`src/rtl/exp_sigma_core.sv`:
```
// Arithmetic and control core of the exp(x*sigma) table generator.
// Three independent functions on one clock/reset:
//   - 3-stage pipelined e^f for an 18-bit fraction f (result 4.18 unsigned)
//   - 8-entry integer-exponent ROM e^(a-2) (result 3.10 unsigned, saturating)
//   - set/reset enable latch with clear dominating set
// e^f = e^(f_hi/64) * e^(r), where f_hi is the top 6 bits of f and r is the
// low 12 bits scaled by 2^-18 (so r < 2^-6). The second factor uses the
// polynomial 1 + r + r^2/2; its truncation error (about r^3/6) stays well
// under one output LSB.
module exp_sigma_core (
    input  logic        CLK,
    input  logic        RST,
    input  logic [17:0] iFrac,
    output logic [21:0] oExpFrac,
    input  logic [2:0]  iIntAddr,
    output logic [12:0] oExpInt,
    input  logic        iSet,
    input  logic        iClr,
    output logic        oEnable
);

    // Segment value round(e^(k/64) * 2^22), evaluated at elaboration time.
    // A Taylor series with a 40-bit fraction keeps the rounding exact.
    // Four extra fraction bits beyond the output keep the segment seams
    // monotonic after the final rounding.
    function automatic logic [23:0] exp_seg(input int k);
        logic [127:0] x;
        logic [127:0] term;
        logic [127:0] sum;
        x    = 128'(k) << 34;
        term = 128'd1 << 40;
        sum  = term;
        for (int n = 1; n < 24; n++) begin
            term = ((term * x) >> 40) / 128'(n);
            sum  = sum + term;
        end
        return 24'((sum + (128'd1 << 17)) >> 18);
    endfunction

    logic [23:0] seg_rom [64];

    for (genvar gi = 0; gi < 64; gi++) begin : g_seg
        localparam logic [23:0] SEG_VAL = exp_seg(gi);
        assign seg_rom[gi] = SEG_VAL;
    end

    // Pipeline state: stage 1 holds the segment value and the residual.
    // Stage 2 holds the segment value and the polynomial. Stage 3 holds the
    // rounded product.
    logic [23:0] tab_reg;
    logic [11:0] r_reg;
    logic [23:0] tab2_reg;
    logic [24:0] poly_reg;
    logic [21:0] exp_frac_reg;

    logic [23:0] r_sq;
    logic [24:0] poly_next;
    logic [48:0] prod;
    logic [21:0] exp_frac_next;

    // Polynomial 1 + r + r^2/2 at 2^-24 scale, and the final product
    // rounded from 2^-46 down to 2^-18.
    always_comb begin
        r_sq          = 24'(r_reg) * 24'(r_reg);
        poly_next     = 25'h100_0000 + 25'({r_reg, 6'd0}) + 25'((r_sq + 24'd4096) >> 13);
        prod          = 49'(tab2_reg) * 49'(poly_reg);
        exp_frac_next = 22'((prod + (49'd1 << 27)) >> 28);
    end

    // Exponential pipeline registers. Reset flushes every stage.
    always_ff @(posedge CLK) begin
        if (RST) begin
            tab_reg      <= '0;
            r_reg        <= '0;
            tab2_reg     <= '0;
            poly_reg     <= '0;
            exp_frac_reg <= '0;
        end else begin
            tab_reg      <= seg_rom[iFrac[17:12]];
            r_reg        <= iFrac[11:0];
            tab2_reg     <= tab_reg;
            poly_reg     <= poly_next;
            exp_frac_reg <= exp_frac_next;
        end
    end

    assign oExpFrac = exp_frac_reg;

    logic [12:0] exp_int_reg;
    logic [12:0] exp_int_next;

    // Integer-exponent table, round(e^(a-2) * 2^10). The entries for e^3
    // and above do not fit 3 integer bits, so they clamp to full scale.
    always_comb begin
        exp_int_next = 13'd8191;
        case (iIntAddr)
            3'd0:    exp_int_next = 13'd139;
            3'd1:    exp_int_next = 13'd377;
            3'd2:    exp_int_next = 13'd1024;
            3'd3:    exp_int_next = 13'd2784;
            3'd4:    exp_int_next = 13'd7566;
            default: exp_int_next = 13'd8191;
        endcase
    end

    // Registered ROM read, with one-cycle latency.
    always_ff @(posedge CLK) begin
        if (RST) begin
            exp_int_reg <= '0;
        end else begin
            exp_int_reg <= exp_int_next;
        end
    end

    assign oExpInt = exp_int_reg;

    logic enable_reg;

    // Sweep enable latch: clear wins over set, otherwise hold.
    always_ff @(posedge CLK) begin
        if (RST) begin
            enable_reg <= 1'b0;
        end else if (iClr) begin
            enable_reg <= 1'b0;
        end else if (iSet) begin
            enable_reg <= 1'b1;
        end
    end

    assign oEnable = enable_reg;

endmodule

```
`config.mk`:
```
export PLATFORM = sky130hd
export DESIGN_NAME = exp_sigma_core
export DESIGN_NICKNAME = d
export VERILOG_FILES = /design/src/rtl/exp_sigma_core.sv
export SDC_FILE = /design/constraint.sdc
export NUM_CORES = 2
export LEC_CHECK = 0
export BUFFER_PORTS_ARGS = -buffer_cell sky130_fd_sc_hd__buf_2
export CAP_MARGIN = 20
export CORE_MARGIN = 8
export CORE_UTILIZATION = 30
export CTS_CLUSTER_DIAMETER = 50
export DETAILED_ROUTE_END_ITERATION = 12
export GPL_TIMING_DRIVEN = 0
export SETUP_SLACK_MARGIN = 0.1
export SLEW_MARGIN = 30
export SYNTH_ARGS = -nofsm -noshare
export SYNTH_HDL_FRONTEND = slang
export SYNTH_SLANG_ARGS = --single-unit
export TNS_END_PERCENT = 30
```
`constraint.sdc`:
```
create_clock -name CLK -period 7.4 [get_ports CLK]
set_input_delay 0.74 -clock CLK [delete_from_list [all_inputs] [get_ports CLK]]
set_output_delay 0.74 -clock CLK [all_outputs]
set_load 0.005 [all_outputs]
```
### After elaboration in Yosys (flattened, before gate mapping)

Memories as Yosys holds them, arrays and structs flattened. A register that Yosys moved wholly into a read port is not among the register bits.
Index checks and enable logic that the tools add are counted.

* muxes and demuxes: 1
* eq/ne operators: 4
* reductions and logical operators: 2
* $add $sub $neg: 4
* $mul: 2
* bitwise operators: 1

Operators by type and width (count)
* one-hot mux 13 bit (5 select lines): 1
* adder 49 x 28 -> 49 bit, second input constant: 1
* multiplier 24 x 25 -> 49 bit: 1
* adder 24 x 13 -> 25 bit, second input constant: 1
* adder 25 x 12 -> 25 bit: 1
* adder 25 x 18 -> 25 bit, first input constant: 1
* multiplier 12 x 12 -> 24 bit: 1
* inverter 6 -> 7 bit: 1
* == test 3 x 2 -> 1 bit, second input constant: 2
* == test 3 x 1 -> 1 bit, second input constant: 1
* == test 3 bit, second input constant: 1
* logical NOT 3 bit: 1
* OR reduction 2 bit: 1

* logic and storage cells: 22
* output and inout port bits: 36
* register bits after elaboration: 97
* input port bits: 25
* bits in read-only memories: 1536
* memories: 1

Memory list
* (name not given): words 64, bits a word 24, read ports 1, clocked after memory_dff 1, write ports 0, RTL line 79 `tab_reg <= seg_rom[iFrac[17:12]];`

### Longest topological paths before layout

* word-level depth: 3
* gate-level depth with buffers: 33
* mapped depth without buffers: 32

### Worst setup path before layout

Ideal clock, no wire load.

* path type: reg2reg
* start: register r_reg[6]
* end: register poly_reg[16]
* data arrival time: 6.605 ns
* cell stages (with the launch flop): 30
* period minus slack after synthesis: 6.732 ns
* setup slack: 0.668 ns
* setup time: 0.128 ns
* required time: 7.272 ns
* path through: dfxtp_1 > clkbuf_1 > nand2_1 > fa_1 > fa_1 > inv_1 > fa_1 > fa_1 > inv_1 > fa_1 > inv_1 > ha_1 > a211oi_1 > nand2_1 > nor2_1 > a311oi_1 > a2111oi_2 > o21bai_1 > xor2_1 > ha_1 > inv_1 > fa_1 > nor2b_1 > o21ai_0 > a21boi_0 > o21ai_0 > nand2b_1 > nand3_1 > xor2_1 > nor2_1

* longest elaborated chain between the ends: 3
* elaborated cells on any way between the ends: 4

RTL lines
* start: declaration: RTL line 51 `logic [11:0] r_reg;`
* start signal: assignment: RTL line 80 `r_reg <= iFrac[11:0];`
* multiplier 12 x 12 -> 24 bit: RTL line 64 `r_sq = 24'(r_reg) * 24'(r_reg);`
* adder 24 x 13 -> 25 bit: RTL line 65 `poly_next = 25'h100_0000 + 25'({r_reg, 6'd0}) + 25'((r_sq + 24'd4096) >> 13);`
* adder 25 x 12 -> 25 bit (*): RTL line 65
* end signal: assignment: RTL line 82 `poly_reg <= poly_next;`
* end: declaration: RTL line 53 `logic [24:0] poly_reg;`

Mark *: on every way between the ends. The rest lies on a longest branch, timed or not.
A chain may end at the register's enable or synchronous reset.

### Worst setup path after layout

* start: register tab2_reg[16]
* end: register exp_frac_reg[18], in the netlist oExpFrac[18]

* longest elaborated chain between the ends: 2

RTL lines
* start: declaration: RTL line 52 `logic [23:0] tab2_reg;`
* start signal: assignment: RTL line 81 `tab2_reg <= tab_reg;`
* multiplier 24 x 25 -> 49 bit: RTL line 66 `prod = 49'(tab2_reg) * 49'(poly_reg);`
* adder 49 x 28 -> 49 bit: RTL line 67 `exp_frac_next = 22'((prod + (49'd1 << 27)) >> 28);`
* end signal: assignment: RTL line 83 `exp_frac_reg <= exp_frac_next;`
* end: declaration: RTL line 54 `logic [21:0] exp_frac_reg;`

No other way between the ends.

==> flow_summary.yaml <==
clock_network:
  tritoncts: "built"
  cts_buffers: 17
  clock_latency_ns: 0.46
  htree_levels: 4
  clkTransAtPathRegs_ns: 0.07
  clockBufferDepth: 2
  cts-root-buf: "clkbuf_16"
  clkSinkCount: 113
  postCtsHoldBufs: 0
critical_path:
  worstPathArrival_ns: 7.63
  endpoint_kind: "flop"
  start_kind: "flop"
  critical_path.slowest_cell: "clkbuf_1"
  cp-startpoint: "tab2_reg[16]$_SDFF_PP0_"
  required_ns: 7.77
  crit_top_cell: "fa_1"
  worstPathMaxFanout: 10
  crit_type: "reg -> reg"
  crit_path_max_incr_delay_ns: 0.75
  path_cells: "clkbuf_1, nand2_1, fa_1, inv_1, fa_1, fa_1, fa_1, fa_1, inv_1, fa_1, inv_1, ha_1, ha_1, a21oi_1, nand3_1, nor3b_4, a311oi_2, o211a_1, or4_1, nand3_1"
  r2r-start: "tab2_reg[16]$_SDFF_PP0_"
route:
  drt.antenna.violating_nets: 0
  drt_wl_total_mm: 84.4
  drc: 0
  via_count: 20663
  drtIter0Drc: 1735
  first_pass_iters: 6
  vias_per_cell: 4.90
  drt-wirelength-per-cell_um: 20.0
global_routing:
  antenna_found_initial: 1
  grt.total_usage_pct: 17.9
  grt_start_max_net_pins: 17
  grt-ovfl-total: 0
  grt_pass1_wl_mm: 129
  grt_pass1_vias: 21232
min_path:
  holdCritPathClass: "reg -> reg"
  worstHoldStart: "tab_reg[5]$_SDFF_PP0_"
place:
  place_ws_ns: -0.679
  gp_congestion: 0.966
  io_buffers: 56
  dp_hpwl_mm: 69.0
sta:
  worst_slew_pin_slew_ns: 1.06
  drv_slew: 0
  finClkSkew_ns: 0.0160
  setup_viol: 0
  min_period_ns: 7.26
  slew_headroom_pct: 29.3
  hold_viol: 0
  worst_slack_ns: 0.144
  grt_setup_unrepaired: "true"
  fmax_mhz: 138
  setup_tns_ns: 0
  fin_crit_sh_pct: 98.0
  whs_ns: 0.438
logic_synthesis:
  synth_top_cell_area_share_pct: 36.6
  avgSynthCellArea_um2: 8.55
  ys_seq_area_share_pct: 8.87
  syn_nets: 3759
  ys_warn_count: 0
  synth.largest_area_cell: "fa_1"
  synth_cell_type_count: 73
  synth.most_common_cell: "inv_1"
  syn_inst: 2982
  synth-edff-count: 0
  yosys_most_used_dff: "dfxtp_1"
  synth-seq-cells: 113
  syn-cell-area_um2: 25500
  synthTopCellsByArea: "fa_1 37%, ha_1 14%, inv_1 9.0%, dfxtp_1 8.9%, and2_1 6.6%"
  netlist_top_cells_count: "615 x inv_1, 467 x fa_1, 350 x nand2_1, 285 x ha_1, 268 x and2_1"
  synthArstFlopShare_pct: 0
floorplan:
  io_pins: 61
  fp.coreArea_um2: 84700
  die_y_um: 308
  die_area_um2: 94600
  die_w_um: 308
  start_util_pct: 30.1
  rows: 107
final_layout:
  fin_nets: 3837
  area_delta_synth_final_pct: 10.8
  utilization_pct: 33.4
  drive_gt1_share_pct: 8.30
job:
  cap_violations: 0
run_status:
  outcome: "finished, final reports clean"
power_and_ir_drop:
  power_leakage_uw: 0.0142
  power.density_nw_per_um2: 120
  ir_drop_mv: 0.214
==> final timing paths <==
path	endpoint	slack (ns)	cells after the start
min	tab2_reg[5]$_SDFF_PP0_	0.44	1
min reg2reg	tab2_reg[5]$_SDFF_PP0_	0.44	1
max reg2reg	oExpFrac[18]$_SDFF_PP0_	0.14	20
max	oExpFrac[18]$_SDFF_PP0_	0.14	20
==> metrics by stage <==
step,area (um2),total power [uW],instances
after global placement,27200,2480,4182
final,28300,3390,4219
after global routing,28300,3660,4217
after CTS,28000,3390,4215
after floorplan,25500,1870,2982
after detailed placement,27200,2490,4182
==> cells in the final DEF, fill, tap and decap left out, types with 23 or more instances in the layout <==
master and instances:
and2_1 268, clkbuf_1 68, nand2_1 350, nor3_1 26
dfxtp_1 94, inv_1 614, a21oi_1 103, a21o_1 24
fa_1 467, nand3_1 31, o21ai_0 71, a211oi_1 23
ha_1 285, nor2b_1 56, nor2_1 117, buf_2 65
clkbuf_2 44
==> logic make-up (layout without fill, tap and decap cells) <==
family	count (synthesis)	after routing	synth area share, %
AO/OA/AOI/OAI	366	366	9.25
XOR/XNOR	31	31	1.06
adder cells (fa/ha/maj)	752	752	50.6
buffers and inverters	788	879	11.7
flip-flops	113	113	8.87
multiplexers	13	13	0.721
other	1	3	0.0147
AND/OR/NAND/NOR	918	918	17.8
==> critical path, delay by kind of cell (launching register included) <==
kind | cells | cell delay, ns
flip-flops | 1 | 0.33
AO/OA/AOI/OAI | 3 | 0.88
adder cells (fa/ha/maj) | 8 | 3.58
AND/OR/NAND/NOR | 5 | 1.45
buffers and inverters | 4 | 0.92
==> area by class of cell <==
| cell class | instances | area [um2] |
|---|---|---|
| fill | 8891 | 56500 |
| tap | 1144 | 1430 |
| clock buffer | 18 | 439 |
| inverter | 617 | 2320 |
| multi-input combinational | 2081 | 20400 |
| buffer | 171 | 867 |
| sequential | 113 | 2290 |
| antenna | 2 | 5.00 |
| timing repair buffer | 59 | 303 |
| clock inverter | 14 | 170 |
==> power by group <==
part	internal, uW	total, uW	switching, uW	leakage [uW]
logic	637	1810	1170	0.0130
clock network	516	863	347	0.000294
registers	665	719	54.4	0.000941
==> what timing repair did <==
item                                   4_1_cts  5_1_grt
buffers inserted                             1        2
setup endpoints to repair                   29       28
resized for setup                          103      134
pin swaps                                    1        9
endpoints found under the hold margin        0        0
==> routing by layer <==
layer	routed length, um	share of wire [%]	track usage, %
met5	0	0	0
met4	2920	3.5	6.10
met3	7010	8.3	4.29
met2	38200	45	28.7
met1	36300	43	23.4
No activity file was read; power rests on OpenSTA's default activity.
